`src/rtl/activation_stage_if.sv`:
```
// Signal bundle between the systolic array / control side and activation_stage.
// The master side drives rows and controls. The slave side (the stage) drives the controller handshake and status.
interface activation_stage_if #(
    parameter int NUM_LANES = 8,
    parameter int ACC_W     = 16,
    parameter int OUT_W     = 8,
    parameter int DEPTH     = 8
);
    localparam int CNT_W = $clog2(DEPTH + 1);

    logic                       array_valid;
    logic [NUM_LANES*ACC_W-1:0] array_out;
    logic [1:0]                 act_mode;
    logic [3:0]                 shift;
    logic                       flush;
    logic                       activation_ready;
    logic [NUM_LANES*OUT_W-1:0] activations;
    logic                       activated;
    logic [CNT_W-1:0]           rows_pending;
    logic                       overflow_err;

    modport master (
        output array_valid, array_out, act_mode, shift, flush,
        input  activation_ready, activations, activated, rows_pending, overflow_err
    );

    modport slave (
        input  array_valid, array_out, act_mode, shift, flush,
        output activation_ready, activations, activated, rows_pending, overflow_err
    );
endinterface

```
`src/rtl/activation_stage.sv`:
```
// Activation, requantization and int8 saturation of array rows, an 8-deep row FIFO,
// and a batch FSM that feeds packed rows to the sram_controller activation port.
module activation_stage #(
    parameter int NUM_LANES = 8,
    parameter int ACC_W     = 16,
    parameter int OUT_W     = 8,
    parameter int DEPTH     = 8
) (
    input  logic                clk,
    input  logic                rst,
    activation_stage_if.slave   bus,
    output logic [1:0]          fsm_state
);
    localparam int ROW_W = NUM_LANES * OUT_W;
    localparam int PTR_W = $clog2(DEPTH);
    localparam int CNT_W = $clog2(DEPTH + 1);
    localparam logic signed [ACC_W-1:0] SAT_HI = ACC_W'((1 << (OUT_W - 1)) - 1);
    localparam logic signed [ACC_W-1:0] SAT_LO = ~SAT_HI;

    typedef enum logic [1:0] {
        IDLE     = 2'd0,
        ANNOUNCE = 2'd1,
        SEND     = 2'd2,
        GAP      = 2'd3
    } state_t;

    state_t           state, next_state;
    logic [ROW_W-1:0] mem [DEPTH];
    logic [ROW_W-1:0] row_in;
    logic [PTR_W-1:0] wr_ptr, rd_ptr;
    logic [CNT_W-1:0] count, latch_count, batch_left;
    logic             flush_q, push, pop, start;

    function automatic logic [OUT_W-1:0] lane_fn(input logic signed [ACC_W-1:0] x,
                                                 input logic [1:0] mode,
                                                 input logic [3:0] sh);
        logic signed [ACC_W-1:0] a;
        logic signed [ACC_W-1:0] y;
        a = x;
        if (mode == 2'b01 && x < 0) a = '0;
        else if (mode == 2'b10 && x < 0) a = x >>> 3;
        y = a >>> sh;
        if (y > SAT_HI) return SAT_HI[OUT_W-1:0];
        if (y < SAT_LO) return SAT_LO[OUT_W-1:0];
        return y[OUT_W-1:0];
    endfunction

    function automatic logic [PTR_W-1:0] wrap_inc(input logic [PTR_W-1:0] p);
        return (p == PTR_W'(DEPTH - 1)) ? '0 : p + 1'b1;
    endfunction

    always_comb begin
        row_in = '0;
        for (int i = 0; i < NUM_LANES; i++)
            row_in[i*OUT_W +: OUT_W] = lane_fn(bus.array_out[i*ACC_W +: ACC_W], bus.act_mode, bus.shift);
    end

    // A full FIFO still accepts a row when the head leaves on the same edge.
    assign pop   = (state == SEND);
    assign push  = bus.array_valid && ((count < CNT_W'(DEPTH)) || pop);
    assign start = (count == CNT_W'(DEPTH)) || (flush_q && count != '0);

    always_ff @(posedge clk) begin
        if (push) mem[wr_ptr] <= row_in;
    end

    always_ff @(posedge clk) begin
        if (rst) begin
            wr_ptr           <= '0;
            rd_ptr           <= '0;
            count            <= '0;
            latch_count      <= '0;
            batch_left       <= '0;
            flush_q          <= 1'b0;
            bus.overflow_err <= 1'b0;
            bus.activations  <= '0;
        end else begin
            flush_q <= bus.flush && (state == IDLE);
            if (push) wr_ptr <= wrap_inc(wr_ptr);
            if (pop)  rd_ptr <= wrap_inc(rd_ptr);
            if (bus.array_valid && !push) bus.overflow_err <= 1'b1;
            case ({push, pop})
                2'b10:   count <= count + 1'b1;
                2'b01:   count <= count - 1'b1;
                default: count <= count;
            endcase
            if (state == IDLE && start) latch_count <= count;
            if (state == ANNOUNCE) batch_left <= latch_count;
            else if (pop)          batch_left <= batch_left - 1'b1;
            if (next_state == SEND) bus.activations <= mem[rd_ptr];
        end
    end

    always_ff @(posedge clk) begin
        if (rst) state <= IDLE;
        else     state <= next_state;
    end

    always_comb begin
        next_state = state;
        case (state)
            IDLE:     if (start) next_state = ANNOUNCE;
            ANNOUNCE: next_state = SEND;
            SEND:     next_state = GAP;
            GAP:      next_state = (batch_left != '0) ? SEND : IDLE;
            default:  next_state = IDLE;
        endcase
    end

    // Controller handshake: activation_ready pulses once per batch, then each
    // activated strobe marks one valid activations row, every other cycle; no backpressure.
    always_comb begin
        bus.activation_ready = (state == ANNOUNCE);
        bus.activated        = (state == SEND);
        fsm_state            = state;
    end

    assign bus.rows_pending = count;
endmodule
```
`src/flat_wrapper.sv`:
```
// flat-port wrapper written by rule: the top's interface ports become plain ports
module activation_stage_flat 
#(
    parameter int NUM_LANES = 8,
    parameter int ACC_W     = 16,
    parameter int OUT_W     = 8,
    parameter int DEPTH     = 8
)
  (clk, rst, fsm_state, bus_array_valid, bus_array_out, bus_act_mode, bus_shift, bus_flush, bus_activation_ready, bus_activations, bus_activated, bus_rows_pending, bus_overflow_err);
  activation_stage_if #(.NUM_LANES(NUM_LANES), .ACC_W(ACC_W), .OUT_W(OUT_W), .DEPTH(DEPTH)) bus_i ();
  input  logic clk;
  input  logic rst;
  output logic [1:0] fsm_state;
  input wire logic [$bits(bus_i.array_valid)-1:0] bus_array_valid;
  input wire logic [$bits(bus_i.array_out)-1:0] bus_array_out;
  input wire logic [$bits(bus_i.act_mode)-1:0] bus_act_mode;
  input wire logic [$bits(bus_i.shift)-1:0] bus_shift;
  input wire logic [$bits(bus_i.flush)-1:0] bus_flush;
  output wire logic [$bits(bus_i.activation_ready)-1:0] bus_activation_ready;
  output wire logic [$bits(bus_i.activations)-1:0] bus_activations;
  output wire logic [$bits(bus_i.activated)-1:0] bus_activated;
  output wire logic [$bits(bus_i.rows_pending)-1:0] bus_rows_pending;
  output wire logic [$bits(bus_i.overflow_err)-1:0] bus_overflow_err;
  assign bus_i.array_valid = bus_array_valid;
  assign bus_i.array_out = bus_array_out;
  assign bus_i.act_mode = bus_act_mode;
  assign bus_i.shift = bus_shift;
  assign bus_i.flush = bus_flush;
  assign bus_activation_ready = bus_i.activation_ready;
  assign bus_activations = bus_i.activations;
  assign bus_activated = bus_i.activated;
  assign bus_rows_pending = bus_i.rows_pending;
  assign bus_overflow_err = bus_i.overflow_err;
  activation_stage #(.NUM_LANES(NUM_LANES), .ACC_W(ACC_W), .OUT_W(OUT_W), .DEPTH(DEPTH)) u_core (.clk(clk), .rst(rst), .bus(bus_i), .fsm_state(fsm_state));
endmodule
```
`config.mk`:
```
export PLATFORM = sky130hd
export DESIGN_NAME = activation_stage_flat
export DESIGN_NICKNAME = d
export VERILOG_FILES = /design/src/rtl/activation_stage_if.sv /design/src/rtl/activation_stage.sv /design/src/flat_wrapper.sv
export SDC_FILE = /design/constraint.sdc
export NUM_CORES = 1
export LEC_CHECK = 0
export CELL_PAD_IN_SITES_DETAIL_PLACEMENT = 1
export CELL_PAD_IN_SITES_GLOBAL_PLACEMENT = 1
export CORE_MARGIN = 4
export CORE_UTILIZATION = 40
export DETAILED_ROUTE_END_ITERATION = 10
export DONT_BUFFER_PORTS = 1
export PLACE_DENSITY = 0.67
export SLEW_MARGIN = 20
export SYNTH_ARGS = -nofsm -noshare
export SYNTH_HDL_FRONTEND = slang
export SYNTH_SLANG_ARGS = --single-unit
```
`constraint.sdc`:
```
create_clock -name clk -period 18.6 [get_ports clk]
set_input_delay 1.86 -clock clk [delete_from_list [all_inputs] [get_ports clk]]
set_output_delay 1.86 -clock clk [all_outputs]
set_load 0.01 [all_outputs]
```
==> results of run 1 <==
==> cells by family after synthesis <==
kind of cell	after synthesis	share of synthesized area
AO/OA/AOI/OAI	699	0.160
XOR/XNOR	3	0.000838
adder cells (fa/ha/maj)	14	0.00582
buffers and inverters	229	0.0340
flip-flops	598	0.545
multiplexers	311	0.164
AND/OR/NAND/NOR	585	0.0895
==> routing by layer <==
| layer | share of wire | vias to the layer above | routed length, microns |
|---|---|---|---|
| li1 | - | 9579 | - |
| met1 | 0.44 | 11300 | 43200 |
| met2 | 0.45 | 849 | 44700 |
| met3 | 0.083 | 128 | 8170 |
| met4 | 0.023 | 4 | 2300 |
| met5 | 0.00029 | - | 29 |
==> layout make-up <==
class                   instances  area [sq um]  area share
diodes                          1          2.50   0.0000740
clock buffers                  64          1410      0.0417
clock inverters                37           317     0.00936
inverters                      30           115     0.00340
multi-input cells            1612         13300       0.393
flip-flops and latches        598         17100       0.506
well taps                    1040          1300      0.0385
repair buffers                 37           278     0.00822
==> worst max-delay path, delay by kind of cell <==
family / cells / cell delay, ps
AOI/OAI and AO/OA: 3 / 1770
buffers and inverters: 2 / 700
and+or+nand+nor: 3 / 1210
==> worst max-delay path by stage <==
stage	start	endpoint	cells after the start
global placement	bus_shift[1]	u_core.mem[2][36]	8
finish	bus_shift[1]	u_core.mem[0][36]	8
detailed placement	bus_shift[1]	u_core.mem[0][36]	8
global route	bus_shift[1]	u_core.mem[4][36]	8
CTS	bus_shift[1]	u_core.mem[6][36]	8
floorplan	bus_array_valid	u_core.mem[0][0]	2
==> report_power, final <==
group	total [mW]	switching, mW	internal, mW
Sequential	1.62	0.0648	1.56
Clock	1.09	0.491	0.601
Combinational	0.562	0.347	0.216
==> placed cells by master, fill, tap and decap left out, types with 13 or more instances in the layout <==
cell       Yosys  final
a211o_1       15     15
a211oi_1     102    102
a21o_1        24     24
a21oi_1      120    120
a221oi_1      22     22
a22o_1        15     15
a22oi_1       44     44
a31oi_1       19     19
and2_1        28     28
and3_1        26     26
buf_4         17     37
clkbuf_16      0     54
clkinv_2       0     15
dfxtp_1       86     83
edfxtp_1     512    512
ha_1          13     13
inv_1         25     24
mux2_2        32     32
mux2i_1      118    118
mux4_2       160    160
nand2_1      164    164
nand2b_1      16     16
nand3_1       52     52
nand3b_1      20     20
nor2_1       176    173
nor2b_1       15     14
nor3_1        35     31
o211ai_1      13     13
o21ai_0      123    122
o21ai_1       26     26
o221ai_1      16     16
o22ai_1       13     13
o31ai_1       19     19
==> metrics by stage <==
| step | hold WS [ps] | instance area [sq um] |
|---|---|---|
| after detailed placement | 453 | 32100 |
| final | 468 | 33800 |
| after global routing | 473 | 33800 |
| after floorplan | 433 | 31400 |
| after global placement | 453 | 32100 |
| after CTS | 468 | 33800 |
==> state kept, by name, indices dropped and copies added (netlist names) <==
signal	cells
u_core.batch_left	4
u_core.bus.activations	64
u_core.bus.overflow_err	1
u_core.bus.rows_pending	4
u_core.flush_q	1
u_core.fsm_state	2
u_core.latch_count	4
u_core.mem	512
u_core.rd_ptr	3
u_core.wr_ptr	3
==> results.ini, run 1 <==
[run_status]
status=complete, no violations

[timing]
timing.fmax_mhz=182
setup_viol=0
period_needed_ps=5480
worstMarginPinSlew_ps=1160
max_slew_margin=0.217
drv_slew=0
final.setup.worst_slack_ps=13120
rsz0062_at_grt=false
fin_crit_sh=0.295
fin_tns_setup_ps=0
finalClockSkew_ps=22.5
finalHoldViolCount=0

[finish]
utilization=0.436
drive_gt1_frac=0.163
area_delta_synth_final_pct=7.78
finalNetCount=2485
fin_cells=3419
n_fill_cell=8063

[critical_path]
crit_path_start_kind=primary input
crit_slowest_cell=o311ai_1
r2r_start=u_core.fsm_state[1]
slowest_delay_ps=1010
cp_cell_sequence=inv_2 > buf_4 > nor2_1 > nand3_1 > nand4_1 > a31oi_1 > o311ai_1 > o21ai_0
end_kind=flip-flop
reg2reg_depth=6
crit_arrival_ps=5630
r2r-end=u_core.mem[3][52]
r2r_slack_ps=14940
crit_fanout=96
path_class=in2reg
required_ps=18750

[routing]
num_vias=21800
drtIter0Drc=1943
firstDrtPassIters=5
drt.antenna.violating_nets=0
drt-total-wl_microns=98400
wire_per_inst_microns=28.8
avgViaCountPerCell=6.38
drcViolationCount=0

[synth]
synth_edf_count=512
avgSynthCellArea_sq_um=12.9
synth_top_area_frac=0.490
synth_area_sq_um=31400
synth_top_area_cell=edfxtp_1
yosys.cell_count.top_type=edfxtp_1
ys_top_cells_by_count=512 x edfxtp_1, 176 x nor2_1, 164 x nand2_1
synth_ff_type=edfxtp_1
ys_async_sr_fraction=0
syn-num-nets=2591
ys_seq_area_frac=0.545
yosysWarnings=0
synth_cells=2439
synth_seq_cells=598
yosysUniqueCellTypes=104
synth_area_leaders=edfxtp_1 49%, mux4_2 11%, dfxtp_1 5.5%

[cts]
cts.path.max_buffers=3
clk_pin_slew_worst_paths_ps=60
ctsResizeCount=0
insertion_delay_ps=600
hold_buffers=0
cts_tree=built
cts_setup_buffers=0
htreeDepth=2
cts_root_buf=clkbuf_16
numCtsBuffers=54
clkSinkCount=598

[place]
pre_cts_ws_ps=12730
place_congestion=0.930
dp_hpwl_microns=65600
dp.cells=3317
numPortBuffers=0

[global_routing]
grt_max_degree=146
grt-busiest-layer=met2
grt_pass1_wl_microns=147000
met1_usage=0.337
grt_overflow_total=0
grt_pass1_vias=22100
grtUsageMet2=0.357
antenna_found_initial=4
grt_usage=0.231
met3_usage=0.0481

[floorplanning]
core_area_sq_um=77600
chipWidth_microns=288
ios=211
initial_utilization=0.404
dieHeight_microns=288
row_count=102
dieArea_sq_um=83000

[pwr]
power_density_nw_per_um2=97.0
p_leak_nw=10.7
finalPower_mw=3.28
ir_drop_mv=0.0658

[min_path]
hp-start=u_core.latch_count[2]
hold_path_end=u_core.latch_count[2]
hold_path.class=reg2reg
holdPathStages=2

[flow_run]
maxCapViolations=0

(Power assumes the default switching activity.)
==> run 2: changes to the inputs <==
Clock period 18.6 ns to 5.3 ns, I/O delays scaled along.
==> results.ini, run 2 (synthesized netlist as in run 1, its figures left out) <==
[place]
dp_hpwl_microns=66000  ; +0.53%
placed_cell_area_sq_um=32200  ; +0.49%
place_congestion=0.930  ; about the same
numPortBuffers=0  ; unchanged

[critical_path]
crit_arrival_ps=3910  ; -1720 ps
end_kind=flip-flop
required_ps=5580  ; -13170 ps
r2r_start=u_core.fsm_state[1]
r2r-end=u_core.mem[7][20]
crit_path_start_kind=primary input
crit_start=bus_shift[1]
r2r_slack_ps=1850  ; -13090 ps
path_class=in2reg
reg2reg_depth=6  ; unchanged
crit_fanout=96  ; unchanged

[routing]
wire_per_inst_microns=28.6  ; -0.52%
highest_layer=met4
met1_length_microns=43900  ; +1.7%
met3_length_microns=7760  ; -5.0%
drtIter0Drc=2064  ; +6.2%
num_vias=21700  ; -0.51%
drt.antenna.violating_nets=0  ; unchanged
wl_met2_microns=44000  ; -1.6%
drt-total-wl_microns=98100  ; -0.29%
firstDrtPassIters=6  ; +1
drcViolationCount=0  ; unchanged
avgViaCountPerCell=6.34  ; -0.74%

[cts]
numCtsBuffers=55  ; +1.9%
ctsResizeCount=0  ; unchanged
htreeDepth=2  ; unchanged
insertion_delay_ps=620  ; +20 ps
cts.path.max_buffers=3  ; unchanged
cts_setup_buffers=0  ; unchanged
clkSinkCount=598  ; unchanged
cts_tree=built
clk_pin_slew_worst_paths_ps=60  ; about the same
cts_root_buf=clkbuf_16

[floorplanning]
dieHeight_microns=288  ; unchanged
ios=211  ; unchanged
dieArea_sq_um=83000  ; unchanged
row_count=102  ; unchanged
core_area_sq_um=77600  ; unchanged
chipWidth_microns=288  ; unchanged
initial_utilization=0.404  ; unchanged

[pwr]
power_density_nw_per_um2=340  ; +250%
p_leak_nw=10.7  ; +0.66%
ir_drop_mv=0.247  ; +280%

[global_routing]
antenna_found_initial=2  ; -2
grt_pass1_wl_microns=147000  ; about the same
grt_max_degree=146  ; unchanged
grt_overflow_total=0  ; unchanged
grt_pass1_vias=22000  ; -0.64%
grt_usage=0.232  ; +0.000878

[finish]
drive_gt1_frac=0.165  ; +0.00204
reg_top3=u_core.mem (512), u_core.bus.activations (64)
area_delta_synth_final_pct=8.46
final_cell_mix=512 x edfxtp_1, 173 x nor2_1, 164 x nand2_1, 160 x mux4_2, 120 x a21oi_1
n_fill_cell=8045  ; -0.22%
largest_register_ffs=512  ; unchanged
registers.top_by_ff_count=u_core.mem
stdcell_area_sq_um=34000  ; +0.63%
final_common_cell=edfxtp_1
finalNetCount=2491  ; +0.24%

[min_path]
hp-start=bus_flush
hold_path_end=u_core.flush_q
hold_path.class=in2reg
holdPathStages=2  ; unchanged

[timing]
drv_slew=0  ; unchanged
max_slew_margin=0.231  ; +0.0141
rsz0062_at_grt=false
fin_crit_sh=0.683
period_needed_ps=3620
timing.fmax_mhz=276
finalHoldViolCount=0  ; unchanged
worstMarginPinSlew_ps=1140  ; -15.0 ps
setup_viol=0  ; unchanged
finalClockSkew_ps=35.5  ; +13.0 ps
fin_tns_setup_ps=0  ; unchanged

[flow_run]
maxCapViolations=0  ; unchanged

[run_status]
status=complete, no violations

-- run 2: cell types whose count changed in the layout (fill, tap and decap cells not counted), moves of 4 or more --
cell / before / now
o21ai_0: 122 / 118
buf_12: 0 / 9
clkbuf_1: 8 / 13
clkinv_1: 10 / 5
o21ai_1: 26 / 30
buf_4: 37 / 32
-- run 2: cell type report --
class | instances | area, sq um | share of cell area
Clock buffer | 69 | 1440 | 0.0423
Antenna cell | 2 | 5.00 | 0.000147
Inverter | 30 | 115 | 0.00338
Multi-Input combinational cell | 1612 | 13300 | 0.391
Timing Repair Buffer | 42 | 430 | 0.0127
Sequential cell | 598 | 17100 | 0.503
Tap cell | 1040 | 1300 | 0.0382
Clock inverter | 34 | 329 | 0.00967
-- run 2: power by group --
| part | internal (mW) | switching [mW] | leakage [nW] | total [mW] |
|---|---|---|---|---|
| registers | 5.47 | 0.225 | 5.33 | 5.70 |
| clock network | 2.14 | 1.71 | 0.870 | 3.85 |
| logic | 0.770 | 1.23 | 4.54 | 2.00 |
-- run 2: routing by layer --
layer,GRT usage,vias to the layer above
li1,-,9593
met1,0.341,11200
met2,0.353,820
met3,0.0492,118
met4,0.0571,0
met5,0,-
-- run 2: worst max-delay path by stage --
stage,end,depth (start not counted)
floorplan,u_core.mem[2][0],6
global placement,u_core.mem[2][8],7
detailed placement,u_core.mem[2][36],8
CTS,u_core.mem[2][36],8
global route,u_core.mem[2][37],8
finish,u_core.mem[0][48],8
-- run 2: repair_timing --
item	4_1_cts	5_1_grt
endpoints found under the hold margin	19	0
hold buffers	1	0
setup endpoints to repair	0	0
-- run 2: stage by stage --
stage / util / power, mW / setup WS (ps) / cells / hold slack [ps]
3_5_place_dp: 0.415 / 7.79 / 1030 / 3320 / 455
3_3_place_gp: 0.415 / 7.70 / 1250 / 3320 / 450
4_1_cts: 0.438 / 11.7 / 1670 / 3424 / 3.50
5_1_grt: 0.438 / 12.1 / 1520 / 3427 / 15.8
6_report: 0.438 / 11.6 / 1680 / 3427 / 58.3
2_1_floorplan: - / 7.25 / -1050 / 2439 / 433
-- run 2: worst max-delay path: stages --
cell	delay, ps
inv_2	590
buf_4	430
o21ai_0	210
a2111oi_2	430
nor3_1	160
nor4_2	400
a311oi_4	240
o31ai_1	830
==> run 3: changes to the inputs <==
Settings changed: ABC_AREA from default to 1, PLACE_DENSITY 0.67 to 0.72.
Clock period 5.3 ns to 3.6 ns, I/O delays scaled along.
==> results.ini, run 3 <==
[critical_path]
crit_path_start_kind=flip-flop
slowest_delay_ps=520  ; -310 ps
required_ps=4090  ; -1490 ps
cp_cell_sequence=inv_1 > ha_1 > o21ai_1 > ha_1 > ha_1 > nand2_1 > nor2_1 > a211oi_1 > nor2_1 > nor2_1 > nand2_1 > o21ai_0 > a21oi_1
crit_fanout=8  ; -92%
cp_top_family=compound AO/OA/AOI/OAI gates
crit_slowest_cell=o21ai_1
path_class=reg2reg
crit_buf_inv=1  ; -1
crit_arrival_ps=3410  ; -500 ps
end_kind=flip-flop

[routing]
drt-total-wl_microns=97100  ; -1.0%
wire_per_inst_microns=21.0  ; -26%
met3_length_microns=5910  ; -24%
firstDrtPassIters=5  ; -1
wl_met2_microns=42700  ; -3.1%
avgViaCountPerCell=5.58  ; -12%
drt.antenna.violating_nets=0  ; unchanged
num_vias=25800  ; +19%
drcViolationCount=0  ; unchanged
highest_layer=met4
met1_length_microns=47200  ; +7.6%
drtIter0Drc=1883  ; -8.8%

[global_routing]
grt_pass1_wl_microns=151000  ; +3.1%
grt_max_degree=130  ; -11%
grt_usage=0.231  ; -0.00156
antenna_found_initial=0  ; -2
grt_pass1_vias=25600  ; +17%
grt_overflow_total=0  ; unchanged

[cts]
clk_pin_slew_worst_paths_ps=60  ; about the same
cts_setup_buffers=0  ; unchanged
insertion_delay_ps=630  ; about the same
htreeDepth=2  ; unchanged
cts_tree=built
cts.path.max_buffers=3  ; unchanged
clkSinkCount=598  ; unchanged
numCtsBuffers=56  ; +1.8%
ctsResizeCount=0  ; unchanged
hold_buffers=3  ; +2
cts_root_buf=clkbuf_16

[pwr]
seqPwrFrac=0.420  ; -0.073
switching_share=0.378  ; +0.103
ir_drop_mv=0.643  ; +160%
clkPwrFrac=0.264  ; -0.070
power_switching_mw=8.14  ; +160%
power_density_nw_per_um2=635  ; +87%
p_int_mw=13.4  ; +60%
p_comb_frac=0.316  ; +0.143
p_leak_nw=13.0  ; +21%

[finish]
utilization=0.444  ; +0.00552
registers.top_by_ff_count=u_core.mem
fin_cells=4616  ; +35%
final_common_cell=nand2_1
regArea_sq_um=17100  ; about the same
drive_gt1_frac=0.0561  ; -0.109
reg_top3=u_core.mem (512), u_core.bus.activations (64)
largest_register_ffs=512  ; unchanged
num_antenna_cells=0  ; -2
area_delta_synth_final_pct=9.11
final_cell_mix=949 x nand2_1, 512 x edfxtp_1, 477 x nand3_1, 418 x o21ai_0, 342 x nor2_1
finalNetCount=3693  ; +48%
stdcell_area_sq_um=33900  ; -0.23%
n_fill_cell=8957  ; +11%
multi_input_area_sq_um=12400  ; -6.9%

[synth]
synth_area_leaders=edfxtp_1 49%, nand2_1 11%, nand3_1 7.7%
synth_cells=3675  ; +51%
syn-num-nets=3827  ; +48%
synth_top_area_cell=edfxtp_1
yosys.cell_count.top_type=nand2_1
synth_area_sq_um=31100  ; -0.83%
yosysUniqueCellTypes=46  ; -56%
ys_seq_area_frac=0.550  ; +0.00456
yosysWarnings=0  ; unchanged
synth_edf_count=512  ; unchanged
synth_ff_type=edfxtp_1
synth_top_area_frac=0.494  ; +0.00410
ys_top_cells_by_count=950 x nand2_1, 512 x edfxtp_1, 477 x nand3_1
ys_async_sr_fraction=0  ; unchanged
synth_seq_cells=598  ; unchanged
avgSynthCellArea_sq_um=8.46  ; -34%

[min_path]
hold_path.class=in2reg

[floorplanning]
row_count=101  ; -0.98%
ios=211  ; unchanged
dieArea_sq_um=82300  ; -0.81%
chipWidth_microns=287  ; -0.40%
dieHeight_microns=287  ; -0.40%
core_area_sq_um=76500  ; -1.5%
initial_utilization=0.407  ; +0.00262

[place]
place_congestion=0.823  ; -11%
dp_hpwl_microns=62100  ; -5.8%
dp.cells=4510  ; +36%
placed_cell_area_sq_um=32200  ; -0.23%
numPortBuffers=0  ; unchanged

[timing]
drv_slew=0  ; unchanged
fin_crit_sh=0.810
finalHoldViolCount=0  ; unchanged
finalClockSkew_ps=31.6  ; -3.95 ps
period_needed_ps=2920
holdWs_ps=111  ; +52.2 ps
worstMarginPinSlew_ps=792  ; -349 ps
max_slew_margin=0.472  ; +0.241
timing.fmax_mhz=343
rsz0062_at_grt=false
setup_viol=0  ; unchanged

[run_status]
status=complete, no violations

[flow_run]
maxCapViolations=0  ; unchanged

==> run 3: worst paths after layout <==
check / end / depth (start not counted) / slack (ps) / startpoint
max reg2reg: u_core.bus.rows_pending[3] / 13 / 680 / u_core.fsm_state[0]
min: u_core.rd_ptr[1] / 3 / 110 / rst
min reg2reg: u_core.batch_left[2] / 2 / 480 / u_core.batch_left[2]
max: u_core.bus.rows_pending[3] / 13 / 680 / u_core.fsm_state[0]
==> run 3: logic make-up after synthesis <==
logic type,count (synthesis),share of synthesized area
flip-flops,598,0.550
multiplexers,9,0.00290
AND/OR/NAND/NOR,1872,0.255
XOR/XNOR,2,0.000563
buffers and inverters,429,0.0548
adder cells (fa/ha/maj),14,0.00587
AO/OA/AOI/OAI,751,0.131
==> run 3: per-layer routing <==
metal / GRT usage / vias up
met2: 0.357 / 722
met3: 0.0334 / 92
met1: 0.347 / 12400
li1: - / 12500
met5: 0 / -
met4: 0.0425 / 0
==> run 3: cell type report <==
class	instances	area share
clock buffers	70	0.0440
multi-input cells	2648	0.364
inverters	172	0.0194
clock inverters	33	0.00737
well taps	1030	0.0380
repair buffers	65	0.0229
flip-flops and latches	598	0.504
==> run 3: power groups by stage <==
stage	combinational, mW	sequential (mW)	clock (mW)
after global routing	7.68	9.13	6.10
after global placement	6.64	9.19	0
after floorplan	4.61	8.98	0
after CTS	6.86	9.07	5.81
final	6.82	9.05	5.68
after detailed placement	6.80	9.21	0
==> run 3: worst min-delay path: cells and delay by family <==
family / cells / cell delay, ps
buffers and inverters: 1 / 140
AOI/OAI and AO/OA: 2 / 170
==> run 3: per-stage QoR <==
stage          setup TNS [ps]  setup slack, ps  power (mW)
6_report                    0              684        21.6
3_3_place_gp                0              543        15.8
5_1_grt                     0              362        22.9
2_1_floorplan         -213880             -835        13.6
4_1_cts                     0              652        21.7
3_5_place_dp                0              449        16.0
